### src/rtl/seg_scan_pkg.sv
// Shared widths and bank types for the seven-segment scan controller.
package seg_scan_pkg;
    localparam int DIGIT_W    = 4;
    localparam int SEL_W      = 3;
    localparam int MAX_DIGITS = 8;

    typedef logic [DIGIT_W-1:0] digit_t;
    typedef digit_t [MAX_DIGITS-1:0] bank_t;
endpackage

### src/rtl/seg_scan_prescaler.sv
// Dwell prescaler: counts 0..DIV-1 and flags the last count of each dwell.
module seg_scan_prescaler #(
    parameter int DIV = 1000
) (
    input  logic clk,
    input  logic rst_n,
    output logic tick
);
    localparam int CW = (DIV > 1) ? $clog2(DIV) : 1;

    logic [CW-1:0] cnt_q;
    logic [CW-1:0] cnt_d;

    always_comb begin
        tick  = (cnt_q == CW'(DIV - 1));
        cnt_d = tick ? '0 : cnt_q + 1'b1;
    end

    always_ff @(posedge clk or negedge rst_n) begin
        if (!rst_n) begin
            cnt_q <= '0;
        end else begin
            cnt_q <= cnt_d;
        end
    end
endmodule

### src/rtl/seg_scan_ctrl.sv
// Double-buffered digit scan controller driving a shared 7-seg decoder.
// Define SEG_SCAN_LZB_EN to build leading-zero blanking.
module seg_scan_ctrl
    import seg_scan_pkg::*;
#(
    parameter int DIGITS = 8,
    parameter int DIV    = 1000
) (
    input  logic         clk,
    input  logic         rst_n,
    input  logic         wr_en,
    input  logic [2:0]   wr_addr,
    input  logic [3:0]   wr_data,
    input  logic         commit,
    output logic         commit_pend,
    output logic [2:0]   sel,
    output logic [3:0]   code,
    output logic         blank,
    output logic         frame_tick
);
    logic             tick;
    logic [SEL_W-1:0] idx_q, idx_d, idx_next;
    logic             idx_last, wrap, publish, wr_ok;
    logic             pend_q, pend_d;
    bank_t            shadow_q, active_q, src_bank;
    logic [SEL_W-1:0] sel_q;
    digit_t           code_q;
    logic             frame_tick_q;

    seg_scan_prescaler #(.DIV(DIV)) u_prescaler (
        .clk   (clk),
        .rst_n (rst_n),
        .tick  (tick)
    );

    always_comb begin
        idx_last = (idx_q == SEL_W'(DIGITS - 1));
        wrap     = tick && idx_last;
        idx_next = idx_last ? '0 : idx_q + 1'b1;
        idx_d    = tick ? idx_next : idx_q;
        publish  = wrap && (pend_q || commit);
        pend_d   = publish ? 1'b0 : (pend_q || commit);
        wr_ok    = wr_en && ({1'b0, wr_addr} < 4'(DIGITS));
        // On a publishing wrap the outgoing digit must already reflect the new frame.
        src_bank = publish ? shadow_q : active_q;
    end

    always_ff @(posedge clk or negedge rst_n) begin
        if (!rst_n) begin
            idx_q        <= '0;
            pend_q       <= 1'b0;
            shadow_q     <= '0;
            active_q     <= '0;
            sel_q        <= '0;
            code_q       <= '0;
            frame_tick_q <= 1'b0;
        end else begin
            idx_q        <= idx_d;
            pend_q       <= pend_d;
            frame_tick_q <= wrap;
            if (wr_ok) begin
                shadow_q[wr_addr] <= wr_data;
            end
            if (publish) begin
                active_q <= shadow_q;
            end
            if (tick) begin
                sel_q  <= idx_next;
                code_q <= src_bank[idx_next];
            end
        end
    end

`ifdef SEG_SCAN_LZB_EN
    logic [MAX_DIGITS-1:0] upper_zero;
    logic                  blank_q;

    // upper_zero[i]: every digit from i to the most significant one is zero.
    for (genvar gi = 0; gi < MAX_DIGITS; gi++) begin : g_lz
        assign upper_zero[gi] = (src_bank[MAX_DIGITS-1:gi] == '0);
    end

    always_ff @(posedge clk or negedge rst_n) begin
        if (!rst_n) begin
            blank_q <= 1'b0;
        end else if (tick) begin
            blank_q <= (idx_next != '0) && upper_zero[idx_next];
        end
    end

    assign blank = blank_q;
`else
    assign blank = 1'b0;
`endif

    assign commit_pend = pend_q;
    assign sel         = sel_q;
    assign code        = code_q;
    assign frame_tick  = frame_tick_q;
endmodule

### config.mk
export PLATFORM = sky130hd
export DESIGN_NAME = seg_scan_ctrl
export DESIGN_NICKNAME = d
export VERILOG_FILES = /design/src/rtl/seg_scan_pkg.sv /design/src/rtl/seg_scan_prescaler.sv /design/src/rtl/seg_scan_ctrl.sv
export SDC_FILE = /design/constraint.sdc
export NUM_CORES = 1
export LEC_CHECK = 0
export CORE_ASPECT_RATIO = 1.5
export CORE_MARGIN = 2
export CORE_UTILIZATION = 57
export DETAILED_ROUTE_END_ITERATION = 6
export PLACE_DENSITY = 0.77
export RECOVER_POWER = 25
export SLEW_MARGIN = 20
export SYNTH_ARGS = -nofsm -noshare
export SYNTH_HDL_FRONTEND = slang
export SYNTH_SLANG_ARGS = --single-unit
### constraint.sdc
create_clock -name clk -period 2.97 [get_ports clk]
set_input_delay 0.594 -clock clk [delete_from_list [all_inputs] [get_ports clk]]
set_output_delay 0.594 -clock clk [all_outputs]
set_load 0.005 [all_outputs]
==> impl_metrics.json, run 1 <==
{
  "ys_top_cells_by_count": "112 x nand2_1, 83 x dfrtp_1, 32 x mux2_2",
  "vias": 2541,
  "synth_most_common_cell": "nand2_1",
  "ys_ff_latch": 83,
  "drive_gt1_frac": 0.159,
  "violations": "capacitance limit, slew limit",
  "drt_wl_total_mm": 7.10,
  "seqPwrFrac": 0.573,
  "gp_congestion": 0.876,
  "min_from": "active_q[31]",
  "ys_seq_area_frac": 0.574,
  "dp_slack_ns": 0.439,
  "grt-ovfl-total": 0,
  "reg2reg_depth": 8,
  "die_x_um": 69.1,
  "synth_cell_type_count": 39,
  "cp_max_fo": 25,
  "slowest_delay_ns": 0.43,
  "htree_num_levels": 3,
  "setup-tns-final_ns": 0,
  "regArea_um2": 2080,
  "fin_crit_sh": 0.846,
  "rsz0062_at_grt": "false",
  "area_delta_synth_final_pct": 12.6,
  "utilization": 0.664,
  "cap_violations": 1,
  "cts_root_buf": "clkbuf_8",
  "p_sw_mw": 0.532,
  "p_clk_frac": 0.362,
  "first_pass_iters": 5,
  "crit_top_cell": "ha_1",
  "syn-num-nets": 358,
  "timing.rr.end": "code[0]",
  "drtAntennaViolNets": 0,
  "netlist_area_um2": 3620,
  "core.rowCount": 35,
  "outcome": "complete, but fails checks",
  "yosys-top-cells-area": "dfrtp_1 57%, nand2_1 12%, mux2_2 10%",
  "worst_pin_slew_ns": 1.95,
  "crit_cells": 8,
  "postSynthAreaPerCell_um2": 10.5,
  "power_density_nw_per_um2": 554,
  "pin_count": 21,
  "synth-edff-count": 0,
  "critPathLaunchType": "flip-flop",
  "cts_hold_buf": 0,
  "comb_power_share": 0.065,
  "grt_pass1_vias": 2557,
  "setup_ws_ns": 0.458,
  "wire_per_inst_um": 15.9,
  "whs_ns": 0.470,
  "whs_endpoint": "active_q[31]",
  "via_per_inst": 5.71,
  "path_class": "flip-flop to flip-flop",
  "final_nets": 380,
  "dieArea_um2": 7010,
  "syn_inst": 344,
  "coreArea_um2": 6130,
  "clockBufferDepth": 2,
  "netlist.area_leader.share": 0.574,
  "cts_resized": 0,
  "synth_ff_type": "dfrtp_1",
  "hold_class": "flip-flop to flip-flop",
  "final_max_slew_viol_count": 84,
  "yosys.area.top_type": "dfrtp_1",
  "r2r-start": "idx_q[1]",
  "antenna_found_initial": 0,
  "portBuffers": 19,
  "cp_slowest_cell": "and4_4",
  "synthArstFlopShare": 1.00,
  "grt_max_degree": 84,
  "post-cts-setup-buffers": 0,
  "slew_headroom": -0.301,
  "timing_hold_violations_final": 0,
  "cp.arrival_ns": 2.75,
  "crit_chain": "ha_1 > ha_1 > o21a_1 > and4_4 > nor2_4 > a221oi_1 > a211oi_1 > a211o_1",
  "clk_latency_ns": 0.36,
  "cts_buffers": 9,
  "fin_skew_ns": 0.0122,
  "clock-sinks": 83,
  "cp-end-kind": "flip-flop",
  "setup_viol": 0,
  "multi_input_area_um2": 1470,
  "grt.total_usage": 0.224,
  "p_int_mw": 1.72,
  "swShare": 0.236,
  "cp_top_family": "compound AO/OA/AOI/OAI gates",
  "fp.dieH_um": 102,
  "clk_pin_slew_ns": 0.08,
  "start_util": 0.590,
  "period_needed_ns": 2.51,
  "drc": 0,
  "path_buf_inv": 0,
  "hpwl_mm": 4.84,
  "drtIter0Drc": 197,
  "power_leakage_nw": 1.93,
  "min_path_cells": 2,
  "ff2ff_setup_slack_ns": 0.46,
  "cts_tree": "done",
  "grt_pass1_wl_mm": 12.2,
  "vdd_drop_max_v": 0.000369,
  "fmax_ghz": 0.398,
  "fillCellCount": 475,
  "cp.required_ns": 3.21,
  "power_mw": 2.26,
  "diodes": 0,
  "yosysWarnings": 0
}
==> flip-flops by register name (all words and copies together) (netlist names) <==
| signal | flops |
|---|---|
| code | 4 |
| idx_q | 3 |
| frame_tick | 1 |
| u_prescaler.cnt_q | 10 |
| active_q | 32 |
| commit_pend | 1 |
| shadow_q | 32 |
==> tightest hold or removal path: stages (launching register included) <==
cell and delay (ns):
dfrtp_1 0.34, nand2_1 0.05, nand2_1 0.05
==> per-stage QoR <==
stage	instance area [um^2]	instances
3_3_place_gp	3870	429
5_1_grt	4070	445
6_report	4070	445
2_1_floorplan	3620	344
4_1_cts	4080	445
3_5_place_dp	3870	429
==> power by group through the flow <==
| stage | clock network, mW | logic [mW] | registers [mW] |
|---|---|---|---|
| after floorplan | 0 | 0.0958 | 1.28 |
| after global placement | 0 | 0.144 | 1.31 |
| after detailed placement | 0 | 0.149 | 1.31 |
| after CTS | 0.827 | 0.150 | 1.29 |
| after global routing | 0.879 | 0.162 | 1.30 |
| final | 0.817 | 0.146 | 1.29 |
==> per-layer routing <==
layer | global-route usage | wire length [um] | share of wire
met5 | 0 | 0 | 0
met4 | 0.133 | 260 | 0.037
met3 | 0.0498 | 309 | 0.044
met2 | 0.368 | 3540 | 0.50
met1 | 0.272 | 2980 | 0.42
==> cells by family after synthesis <==
logic type | count (synthesis) | share of synthesized area
buf+inv | 15 | 0.0204
compound gates | 34 | 0.0685
fa+ha+maj | 3 | 0.0104
other cells | 1 | 0.00104
flops | 83 | 0.574
mux | 38 | 0.116
simple gates | 164 | 0.195
xor+xnor | 6 | 0.0145
==> cells in the final DEF (no fill, tap or decap), types with 6 or more instances in the layout <==
master / synthesis / routed
a21oi_1: 9 / 9
nand3_1: 12 / 12
nor2_1: 18 / 18
clkbuf_8: 0 / 10
clkdlybuf4s50_1: 0 / 18
mux2_2: 32 / 32
mux2i_1: 6 / 6
dfrtp_1: 83 / 83
nand2_1: 112 / 112
buf_4: 1 / 6
==> worst max path at each step <==
| stage | to | slack [ns] | startpoint |
|---|---|---|---|
| 2_1_floorplan | code[0] | 1.01 | idx_q[0] |
| 3_5_place_dp | code[2] | 0.44 | commit |
| 4_1_cts | code[0] | 0.50 | idx_q[1] |
| 3_3_place_gp | code[2] | 0.46 | commit |
| 6_report | code[0] | 0.46 | idx_q[1] |
| 5_1_grt | code[0] | 0.30 | idx_q[1] |
==> layout make-up <==
class | count | share of cell area
Sequential cell | 83 | 0.510
Multi-Input combinational cell | 246 | 0.360
Timing Repair Buffer | 25 | 0.0565
Clock buffer | 10 | 0.0338
Tap cell | 74 | 0.0227
Clock inverter | 6 | 0.0160
Inverter | 1 | 0.000921
No activity file was read; power rests on OpenSTA's default activity.
==> run 2, diff against run 1 <==
==> constraint.sdc (replaced) <==
create_clock -name clk -period 2.52 [get_ports clk]
set_input_delay 0.504 -clock clk [delete_from_list [all_inputs] [get_ports clk]]
set_output_delay 0.504 -clock clk [all_outputs]
set_load 0.005 [all_outputs]
==> run 2 against run 1 <==
The run now ends clean. Maximum frequency increased by 14%. Count of clock-buffer cells in the layout increased by 1. Critical path depth decreased by 1. Worst hold slack got worse by 0.057 ns. Non-clock buffer count increased by 8. Total power increased by 11%. Wire length increased by 2.5%. Via count increased by 0.16%. Core utilization increased by 0.24 points. Register-to-register slack got worse by 0.14 ns. Final cell count increased by 1.8%. Clock power decreased by 2%. Highest routed layer unchanged.
==> impl_metrics.json, run 2 (same netlist as run 1, synthesis figures left out) <==
{
  "outcome": "completed",
  "antenna_found_initial": 0,
  "final_max_slew_viol_count": 0,
  "grt-ovfl-total": 0,
  "clock-sinks": 83,
  "portBuffers": 19,
  "drt_wl_total_mm": 7.27,
  "clockBufferDepth": 2,
  "fp.dieH_um": 102,
  "hold_class": "input pin to async pin",
  "cts_buffers": 9,
  "dieArea_um2": 7010,
  "fin_area_um2": 4090,
  "fin_cells": 453,
  "cts_root_buf": "clkbuf_8",
  "final_nets": 388,
  "p_clk_frac": 0.321,
  "critPathLaunchType": "flip-flop",
  "fin_crit_sh": 0.874,
  "worst_pin_slew_ns": 1.27,
  "area_delta_synth_final_pct": 13.0,
  "gp_congestion": 0.935,
  "diodes": 0,
  "grt_pass1_vias": 2602,
  "post-cts-setup-buffers": 0,
  "grt.total_usage": 0.231,
  "placed_cell_area_um2": 3950,
  "vdd_drop_max_v": 0.000409,
  "setup_viol": 0,
  "setup-tns-final_ns": 0,
  "drtAntennaViolNets": 0,
  "seqPwrFrac": 0.608,
  "cp_max_fo": 15,
  "cts_hold_buf": 0,
  "start_util": 0.590,
  "period_needed_ns": 2.20,
  "timing_hold_violations_final": 0,
  "final_common_cell": "nand2_1",
  "slew_headroom": 0.156,
  "coreArea_um2": 6130,
  "first_pass_iters": 4,
  "rsz0062_at_grt": "false",
  "largest_registers": "active_q: 32 flops, shadow_q: 32 flops, u_prescaler.cnt_q: 10 flops",
  "comb_power_share": 0.071,
  "hpwl_mm": 5.26,
  "swShare": 0.239,
  "die_x_um": 69.1,
  "via_per_inst": 5.62,
  "p_sw_mw": 0.599,
  "cp.arrival_ns": 2.49,
  "power_mw": 2.50,
  "fin_skew_ns": 0.00988,
  "path_class": "flip-flop to flip-flop",
  "htree_num_levels": 3,
  "p_int_mw": 1.90,
  "vias": 2545,
  "power_leakage_nw": 1.95,
  "cp.required_ns": 2.81,
  "dp.cells": 437,
  "power_density_nw_per_um2": 612,
  "drc": 0,
  "grt_pass1_wl_mm": 12.6,
  "fillCellCount": 481,
  "drive_gt1_frac": 0.169,
  "clk_latency_ns": 0.35,
  "cap_violations": 0,
  "drtIter0Drc": 181,
  "layout_common_cells": "112 x nand2_1, 83 x dfrtp_1, 32 x mux2_2",
  "core.rowCount": 35,
  "cts_resized": 0,
  "cts_tree": "done",
  "grt_max_degree": 38,
  "fmax_ghz": 0.454,
  "clk_pin_slew_ns": 0.08,
  "cp-end-kind": "flip-flop",
  "pin_count": 21,
  "wire_per_inst_um": 16.1
}
## run 2: path summary, 6_finish.rpt
| kind | slack [ns] | start | cells after the start | to |
|---|---|---|---|---|
| max in group asynchronous | 0.59 | rst_n | 2 | shadow_q[30] |
| worst min-delay path | 0.41 | rst_n | 1 | u_prescaler.cnt_q[0] |
| worst min register to register | 0.47 | active_q[17] | 2 | active_q[17] |
| worst max register to register | 0.32 | u_prescaler.cnt_q[0] | 7 | code[0] |
| worst max-delay path | 0.32 | u_prescaler.cnt_q[0] | 7 | code[0] |
| min in group clk | 0.47 | active_q[17] | 2 | active_q[17] |
## run 2: layer usage
layer	track usage	wire (um)
met1	0.283	3110
met2	0.408	3830
met3	0.0348	204
met4	0.104	131
met5	0	0
## run 2: worst max-delay path: stages, from the launching register on
cell       delay, ns
dfrtp_1         0.42
ha_1            0.26
and4b_1         0.24
and4_4          0.27
nor2_4          0.20
a221oi_1        0.10
a2111oi_0       0.49
a211o_1         0.16
## run 2: power by group through the flow
stage | Combinational, mW | Sequential, mW | Clock, mW
CTS | 0.185 | 1.52 | 0.818
floorplan | 0.113 | 1.51 | 0
finish | 0.177 | 1.52 | 0.804
detailed placement | 0.185 | 1.54 | 0
global placement | 0.176 | 1.54 | 0
global route | 0.198 | 1.53 | 0.879
## run 2: layout make-up
cell class	instances	area (um^2)	share of cell area
sequential	83	2080	0.508
clock buffer	11	131	0.0321
timing repair buffer	33	287	0.0701
inverter	1	3.75	0.000918
clock inverter	5	30.0	0.00734
multi-input combinational	246	1470	0.359
tap	74	92.6	0.0226
## run 2: per-stage QoR
stage,util,hold slack [ns],worst slack (ns)
2_1_floorplan,-,0.208,0.564
6_report,0.667,0.413,0.318
5_1_grt,0.667,0.485,0.168
3_3_place_gp,0.644,0.422,0.249
4_1_cts,0.670,0.0459,0.357
3_5_place_dp,0.644,0.428,0.179
